===== src/rtl/lut_eval_arbiter_pkg.sv =====
// Shared types and helpers for the shared, reprogrammable 4-input LUT evaluator.
package lut_eval_arbiter_pkg;

  // Truth-table width and LUT input count
  localparam int LUT_W  = 16;
  localparam int LUT_IN = 4;

  // Serial-load bit counter width and its terminal value
  localparam int                CNT_W    = $clog2(LUT_W);
  localparam logic [CNT_W-1:0]  CNT_LAST = CNT_W'(LUT_W - 1);

  // Load FSM states
  typedef enum logic [1:0] {
    IDLE   = 2'd0,
    LOAD   = 2'd1,
    COMMIT = 2'd2
  } cfg_state_e;

  // Evaluate one truth table: the input vector {d,c,b,a} selects the table bit
  function automatic logic lut_lookup(input logic [LUT_W-1:0] tbl,
                                      input logic [LUT_IN-1:0] idx);
    return tbl[idx];
  endfunction

endpackage


===== src/rtl/lut_eval_arbiter_if.sv =====
// Request/response bus between the LUT evaluator and its client blocks.
interface lut_eval_arbiter_if
  import lut_eval_arbiter_pkg::*;
#(
  parameter int NREQ = 3,
  parameter int SELW = 2
);

  logic [NREQ-1:0]        req_valid_i;
  logic [NREQ*SELW-1:0]   req_sel_i;
  logic [NREQ*LUT_IN-1:0] req_in_i;
  logic [NREQ-1:0]        req_ready_o;
  logic [NREQ-1:0]        rsp_valid_o;
  logic                   rsp_data_o;

  // Client side: drives requests, sees grants and responses
  modport master (
    output req_valid_i, req_sel_i, req_in_i,
    input  req_ready_o, rsp_valid_o, rsp_data_o
  );

  // Evaluator side
  modport slave (
    input  req_valid_i, req_sel_i, req_in_i,
    output req_ready_o, rsp_valid_o, rsp_data_o
  );

endinterface


===== src/rtl/lut_eval_arbiter_rr_arbiter.sv =====
// Round-robin arbiter: one-hot grant to the first requester at or after the
// pointer, wrapping; the pointer moves just past the winner.
module rr_arbiter #(
  parameter int NREQ = 3
) (
  input  logic            clk,
  input  logic            rst_n,
  input  logic [NREQ-1:0] req_i,
  output logic [NREQ-1:0] grant_o
);

  localparam int PW = (NREQ > 1) ? $clog2(NREQ) : 1;

  logic [PW-1:0] ptr_q;
  logic [PW-1:0] ptr_d;

  // Pick a winner: first pass covers indices at/after the pointer, second pass wraps from 0
  always_comb begin
    logic found;
    logic hit;
    grant_o = '0;
    ptr_d   = ptr_q;
    found   = 1'b0;
    hit     = 1'b0;
    for (int k = 0; k < NREQ; k++) begin
      hit        = ~found & req_i[k] & (PW'(k) >= ptr_q);
      grant_o[k] = grant_o[k] | hit;
      ptr_d      = hit ? ((k == NREQ - 1) ? '0 : PW'(k + 1)) : ptr_d;
      found      = found | hit;
    end
    for (int k = 0; k < NREQ; k++) begin
      hit        = ~found & req_i[k];
      grant_o[k] = grant_o[k] | hit;
      ptr_d      = hit ? ((k == NREQ - 1) ? '0 : PW'(k + 1)) : ptr_d;
      found      = found | hit;
    end
  end

  // Pointer register; holds when nothing is granted
  always_ff @(posedge clk or negedge rst_n) begin
    if (!rst_n) begin
      ptr_q <= '0;
    end else begin
      ptr_q <= ptr_d;
    end
  end

endmodule


===== src/rtl/lut_eval_arbiter.sv =====
// Shared runtime-programmable 4-input LUT evaluator. NCFG truth tables are
// loaded bit-serially; NREQ clients are served one evaluation per cycle.
module lut_eval_arbiter
  import lut_eval_arbiter_pkg::*;
#(
  parameter  int NREQ = 3,
  parameter  int NCFG = 4,
  localparam int SELW = $clog2(NCFG)
) (
  input  logic            clk,
  input  logic            rst_n,
  input  logic            cfg_start_i,
  input  logic [SELW-1:0] cfg_slot_i,
  input  logic            cfg_bit_i,
  output logic            cfg_busy_o,
  output logic            cfg_done_o,
  lut_eval_arbiter_if.slave bus
);

  cfg_state_e        state_q, state_d;
  logic [SELW-1:0]   slot_q, slot_d;
  logic [LUT_W-1:0]  sr_q, sr_d;
  logic [CNT_W-1:0]  cnt_q, cnt_d;
  logic [LUT_W-1:0]  tbl_q [NCFG];

  logic              busy_s;
  logic [NREQ-1:0]   elig_s;
  logic [NREQ-1:0]   grant_s;
  logic [SELW-1:0]   gsel_s;
  logic [LUT_IN-1:0] gin_s;

  logic [NREQ-1:0]   rsp_valid_q;
  logic              rsp_data_q;

  assign busy_s     = (state_q != IDLE);
  assign cfg_busy_o = busy_s;
  assign cfg_done_o = (state_q == COMMIT);

  // Load FSM next-state: latch slot on start, shift 16 bits LSB-first, commit for one cycle
  always_comb begin
    state_d = state_q;
    slot_d  = slot_q;
    sr_d    = sr_q;
    cnt_d   = cnt_q;
    case (state_q)
      IDLE: begin
        if (cfg_start_i) begin
          state_d = LOAD;
          slot_d  = cfg_slot_i;
          cnt_d   = '0;
        end else begin
          state_d = IDLE;
        end
      end
      LOAD: begin
        sr_d  = {cfg_bit_i, sr_q[LUT_W-1:1]};
        cnt_d = cnt_q + CNT_W'(1);
        if (cnt_q == CNT_LAST) begin
          state_d = COMMIT;
        end else begin
          state_d = LOAD;
        end
      end
      COMMIT: begin
        state_d = IDLE;
      end
      default: begin
        state_d = IDLE;
      end
    endcase
  end

  // Load FSM state, target slot, shift register and bit counter
  always_ff @(posedge clk or negedge rst_n) begin
    if (!rst_n) begin
      state_q <= IDLE;
      slot_q  <= '0;
      sr_q    <= '0;
      cnt_q   <= '0;
    end else begin
      state_q <= state_d;
      slot_q  <= slot_d;
      sr_q    <= sr_d;
      cnt_q   <= cnt_d;
    end
  end

  // Truth-table storage; a slot changes only in the COMMIT cycle
  always_ff @(posedge clk or negedge rst_n) begin
    if (!rst_n) begin
      for (int i = 0; i < NCFG; i++) begin
        tbl_q[i] <= '0;
      end
    end else if (state_q == COMMIT) begin
      tbl_q[slot_q] <= sr_q;
    end
  end

  // A requester is eligible unless it targets the slot currently being rewritten
  always_comb begin
    elig_s = '0;
    for (int k = 0; k < NREQ; k++) begin
      elig_s[k] = bus.req_valid_i[k] &
                  ~(busy_s & (bus.req_sel_i[k*SELW +: SELW] == slot_q));
    end
  end

  rr_arbiter #(
    .NREQ (NREQ)
  ) u_rr_arbiter (
    .clk     (clk),
    .rst_n   (rst_n),
    .req_i   (elig_s),
    .grant_o (grant_s)
  );

  assign bus.req_ready_o = grant_s;

  // Steer the granted requester's slot index and inputs to the shared lookup
  always_comb begin
    gsel_s = '0;
    gin_s  = '0;
    for (int k = 0; k < NREQ; k++) begin
      gsel_s = gsel_s | ({SELW{grant_s[k]}}   & bus.req_sel_i[k*SELW +: SELW]);
      gin_s  = gin_s  | ({LUT_IN{grant_s[k]}} & bus.req_in_i[k*LUT_IN +: LUT_IN]);
    end
  end

  // Registered response: valid follows the grant by one cycle, data holds between results
  always_ff @(posedge clk or negedge rst_n) begin
    if (!rst_n) begin
      rsp_valid_q <= '0;
      rsp_data_q  <= 1'b0;
    end else begin
      rsp_valid_q <= grant_s;
      if (|grant_s) begin
        rsp_data_q <= lut_lookup(tbl_q[gsel_s], gin_s);
      end
    end
  end

  assign bus.rsp_valid_o = rsp_valid_q;
  assign bus.rsp_data_o  = rsp_data_q;

endmodule

===== src/flat_wrapper.sv =====
// flat-port wrapper written by rule: the top's interface ports become plain ports
module lut_eval_arbiter_flat import lut_eval_arbiter_pkg::*;
#(
  parameter  int NREQ = 3,
  parameter  int NCFG = 4,
  localparam int SELW = $clog2(NCFG)
)
  (clk, rst_n, cfg_start_i, cfg_slot_i, cfg_bit_i, cfg_busy_o, cfg_done_o, bus_req_valid_i, bus_req_sel_i, bus_req_in_i, bus_req_ready_o, bus_rsp_valid_o, bus_rsp_data_o);
  lut_eval_arbiter_if #(.NREQ(NREQ)) bus_i ();
  input  logic clk;
  input  logic rst_n;
  input  logic cfg_start_i;
  input  logic [SELW-1:0] cfg_slot_i;
  input  logic cfg_bit_i;
  output logic cfg_busy_o;
  output logic cfg_done_o;
  input wire logic [$bits(bus_i.req_valid_i)-1:0] bus_req_valid_i;
  input wire logic [$bits(bus_i.req_sel_i)-1:0] bus_req_sel_i;
  input wire logic [$bits(bus_i.req_in_i)-1:0] bus_req_in_i;
  output wire logic [$bits(bus_i.req_ready_o)-1:0] bus_req_ready_o;
  output wire logic [$bits(bus_i.rsp_valid_o)-1:0] bus_rsp_valid_o;
  output wire logic [$bits(bus_i.rsp_data_o)-1:0] bus_rsp_data_o;
  assign bus_i.req_valid_i = bus_req_valid_i;
  assign bus_i.req_sel_i = bus_req_sel_i;
  assign bus_i.req_in_i = bus_req_in_i;
  assign bus_req_ready_o = bus_i.req_ready_o;
  assign bus_rsp_valid_o = bus_i.rsp_valid_o;
  assign bus_rsp_data_o = bus_i.rsp_data_o;
  lut_eval_arbiter #(.NREQ(NREQ), .NCFG(NCFG)) u_core (.clk(clk), .rst_n(rst_n), .cfg_start_i(cfg_start_i), .cfg_slot_i(cfg_slot_i), .cfg_bit_i(cfg_bit_i), .cfg_busy_o(cfg_busy_o), .cfg_done_o(cfg_done_o), .bus(bus_i));
endmodule

===== config.mk =====
export PLATFORM = sky130hd
export DESIGN_NAME = lut_eval_arbiter_flat
export DESIGN_NICKNAME = d
export VERILOG_FILES = /design/src/rtl/lut_eval_arbiter_pkg.sv /design/src/rtl/lut_eval_arbiter_if.sv /design/src/rtl/lut_eval_arbiter_rr_arbiter.sv /design/src/rtl/lut_eval_arbiter.sv /design/src/flat_wrapper.sv
export SDC_FILE = /design/constraint.sdc
export NUM_CORES = 1
export LEC_CHECK = 0
export BUFFER_PORTS_ARGS = -buffer_cell sky130_fd_sc_hd__buf_2
export CAP_MARGIN = 25
export CORE_MARGIN = 2
export CORE_UTILIZATION = 30
export CTS_CLUSTER_SIZE = 24
export DETAILED_ROUTE_END_ITERATION = 10
export PLACE_DENSITY = 0.51
export SETUP_SLACK_MARGIN = 0.5
export SLEW_MARGIN = 20
export SYNTH_ARGS = -nofsm -noshare
export SYNTH_HDL_FRONTEND = slang
export SYNTH_SLANG_ARGS = --single-unit

===== constraint.sdc =====
create_clock -name clk -period 3.6 [get_ports clk]
set_input_delay 0.72 -clock clk [delete_from_list [all_inputs] [get_ports clk]]
set_output_delay 0.72 -clock clk [all_outputs]
set_load 0.005 [all_outputs]

==> qor.txt <==
Pleak: 2.64 nW
crit path time final: 3020 ps
Area Overhead vs Synth: 23.9%
Total Wirelength: 10500 um
HP Class: in2async
fillcell total: 1443
# Max-Cap Violations: 0
Setup Crit Path Kind: reg2reg
cell taking the most area after synthesis: dfrtp_1
Avg Cell Area, Syn: 12.9 sq um
top cells by count, synth: dfrtp_1, mux2_2, nand2_1
Final Slew Violations: 0
async set or reset register ratio after synthesis: 100%
final hold viol count: 0
total power: 4.49 mW
ys flop type: dfrtp_1
largest net degree at the start of global routing: 56
grt ovf: 0
Core ar.: 15000 sq um
VDD IR max: 0.238 mV
Synth Warn #: 0
hold_ws: 439 ps
post-route setup TNS: 0 ps
RSZ-0062 raised after global routing: yes
mapped cell area: 4570 sq um
EDFF count, synth: 0
share of the synthesized area in the top cell type: 51.5%
Post-Syn Nets: 382
remaining antenna violation count: 0
Final Skew: 8.45 ps
total die area: 16200 sq um
startpoint types: flip-flop
Reg clk slew, reported paths: 70 ps
first-pass GRT wire length: 16700 um
GP Congestion: 0.792
Final Setup Violations: 0
vias in the first global route: 3074
layout cells sized above 1: 47.6%
# H-tree levels: 3
Initial DRC Count: 140
Mapped Cells: 354
Worst Setup End Kind: flip-flop
DRC: 0
CTS tree: done
largest cells by area after synthesis: dfrtp_1, mux2_2, mux2i_1, nand2_1, buf_6
WP data required: 3810 ps
insertion delay to the later sink of the worst-skew pair: 340 ps
CTS Sinks: 94
top-count cell post-synth: dfrtp_1
standard-cell rows: 45
initial antenna violation count: 0
CTS Buf Count: 9
Pwr per Cell Area: 793 nW/um^2
routed vias/inst: 5.00
Root Buffer: clkbuf_16
f_max: 331 MHz
final worst-path cycle share: 83.9%
die width: 127 um
Worst-Margin Slew: 916 ps
# IOs: 36
dpl hpwl: 6670 um
WL per Instance: 17.2 um
Initial Util: 30.4%
DR pass1 iterations: 5
status: finished, final reports clean
flops & latches, synth: 94
Die Ht: 127 um
DR vias: 3042
Bufs on Longest Clock Path: 2
n_diodes: 0
WP data arrival: 3230 ps
gr usage total: 13.1%
Final #Nets: 444
number of input and output port buffers inserted: 35
Slew HR: 38.9%
post-synthesis sequential area ratio: 51.5%
crit path max fanout: 12
Yosys cell types: 63
flip-flops by register name, summed over array words and instances, names as in the netlist:
register and count:
u_core.bus.rsp_data_o 1, u_core.slot_q 2, u_core.u_rr_arbiter.ptr_q 2, u_core.cnt_q 4, u_core.tbl_q 64, u_core.bus.rsp_valid_o 3, u_core.sr_q 16, u_core.state_q 2
worst max-delay path: stages (launching register included):
cell,delay [ps]
dfrtp_2,510
xnor2_2,210
a311o_1,340
nor4bb_4,180
buf_6,140
a22o_4,260
a21o_4,220
buf_12,160
buf_4,150
a21oi_1,120
a32o_1,150
o22ai_1,90
o31ai_2,210
o221ai_2,130
metal layers:
metal | wire length, um | track usage (%) | vias to the layer above
li1 | - | - | 1420
met1 | 5110 | 17.7 | 1554
met2 | 4890 | 21.4 | 61
met3 | 373 | 2.55 | 7
met4 | 101 | 4.14 | 0
met5 | 0 | 0 | -
cells by family (layout without fill, tap and decap cells):
family / after synthesis / in the layout / share of synthesized area [%]
compound gates: 45 / 45 / 8.49
xor+xnor: 7 / 7 / 1.34
fa+ha+maj: 1 / 1 / 0.274
buf+inv: 22 / 88 / 3.09
flops: 94 / 94 / 51.5
mux: 108 / 108 / 26.6
simple gates: 77 / 77 / 8.71
area by class of cell:
cell class	count	area, sq um	area share, %
Inverter	5	18.8	0.331
Clock inverter	3	67.6	1.19
Multi-Input combinational cell	238	2250	39.7
Tap cell	188	235	4.15
Clock buffer	12	256	4.53
Timing Repair Buffer	68	482	8.51
Sequential cell	94	2360	41.6
path summary, 6_finish.rpt:
check,start,end,slack (ps),depth (start not counted)
max,u_core.slot_q[0],u_core.bus.rsp_data_o,580,13
min,rst_n,u_core.sr_q[12],440,1
max reg2reg,u_core.slot_q[0],u_core.bus.rsp_data_o,580,13
min reg2reg,u_core.tbl_q[24],u_core.tbl_q[24],500,1
max in group asynchronous,rst_n,u_core.tbl_q[7],2350,2
min in group clk,u_core.tbl_q[24],u_core.tbl_q[24],500,1
power breakdown:
part	total, mW	internal [mW]	switching, mW
registers	1.65	1.34	0.312
clock network	1.03	0.643	0.387
logic	1.81	0.950	0.862
total	4.49	2.93	1.56
timing repair:
item	in CTS	in global routing
gates resized for setup	10	18
hold buffers	0	0
setup endpoints to repair	1	1
pin swaps	1	6
setup buffers	5	14
gates cloned	0	2
stage by stage:
stage	instance area [sq um]	instances	setup slack (ps)	util [%]
4_1_cts	5410	592	504	36.0
3_3_place_gp	4970	572	81.4	33.1
3_5_place_dp	4970	572	36.1	33.1
2_1_floorplan	4570	354	514	-
6_report	5660	608	580	37.7
5_1_grt	5660	608	444	37.7
placed cells by master, fill, tap and decap left out, types with 3 or more instances in the layout:
cell,n
dfrtp_1,91
clkbuf_16,10
o21ai_0,4
nand3_1,5
buf_4,28
nand4_1,3
buf_2,35
nor3_1,4
nand2_1,34
inv_1,5
mux2i_1,20
and3_1,7
dfrtp_2,3
nor2_1,6
buf_12,3
a22o_1,4
mux2_2,84
No activity file was read; power rests on OpenSTA's default activity.
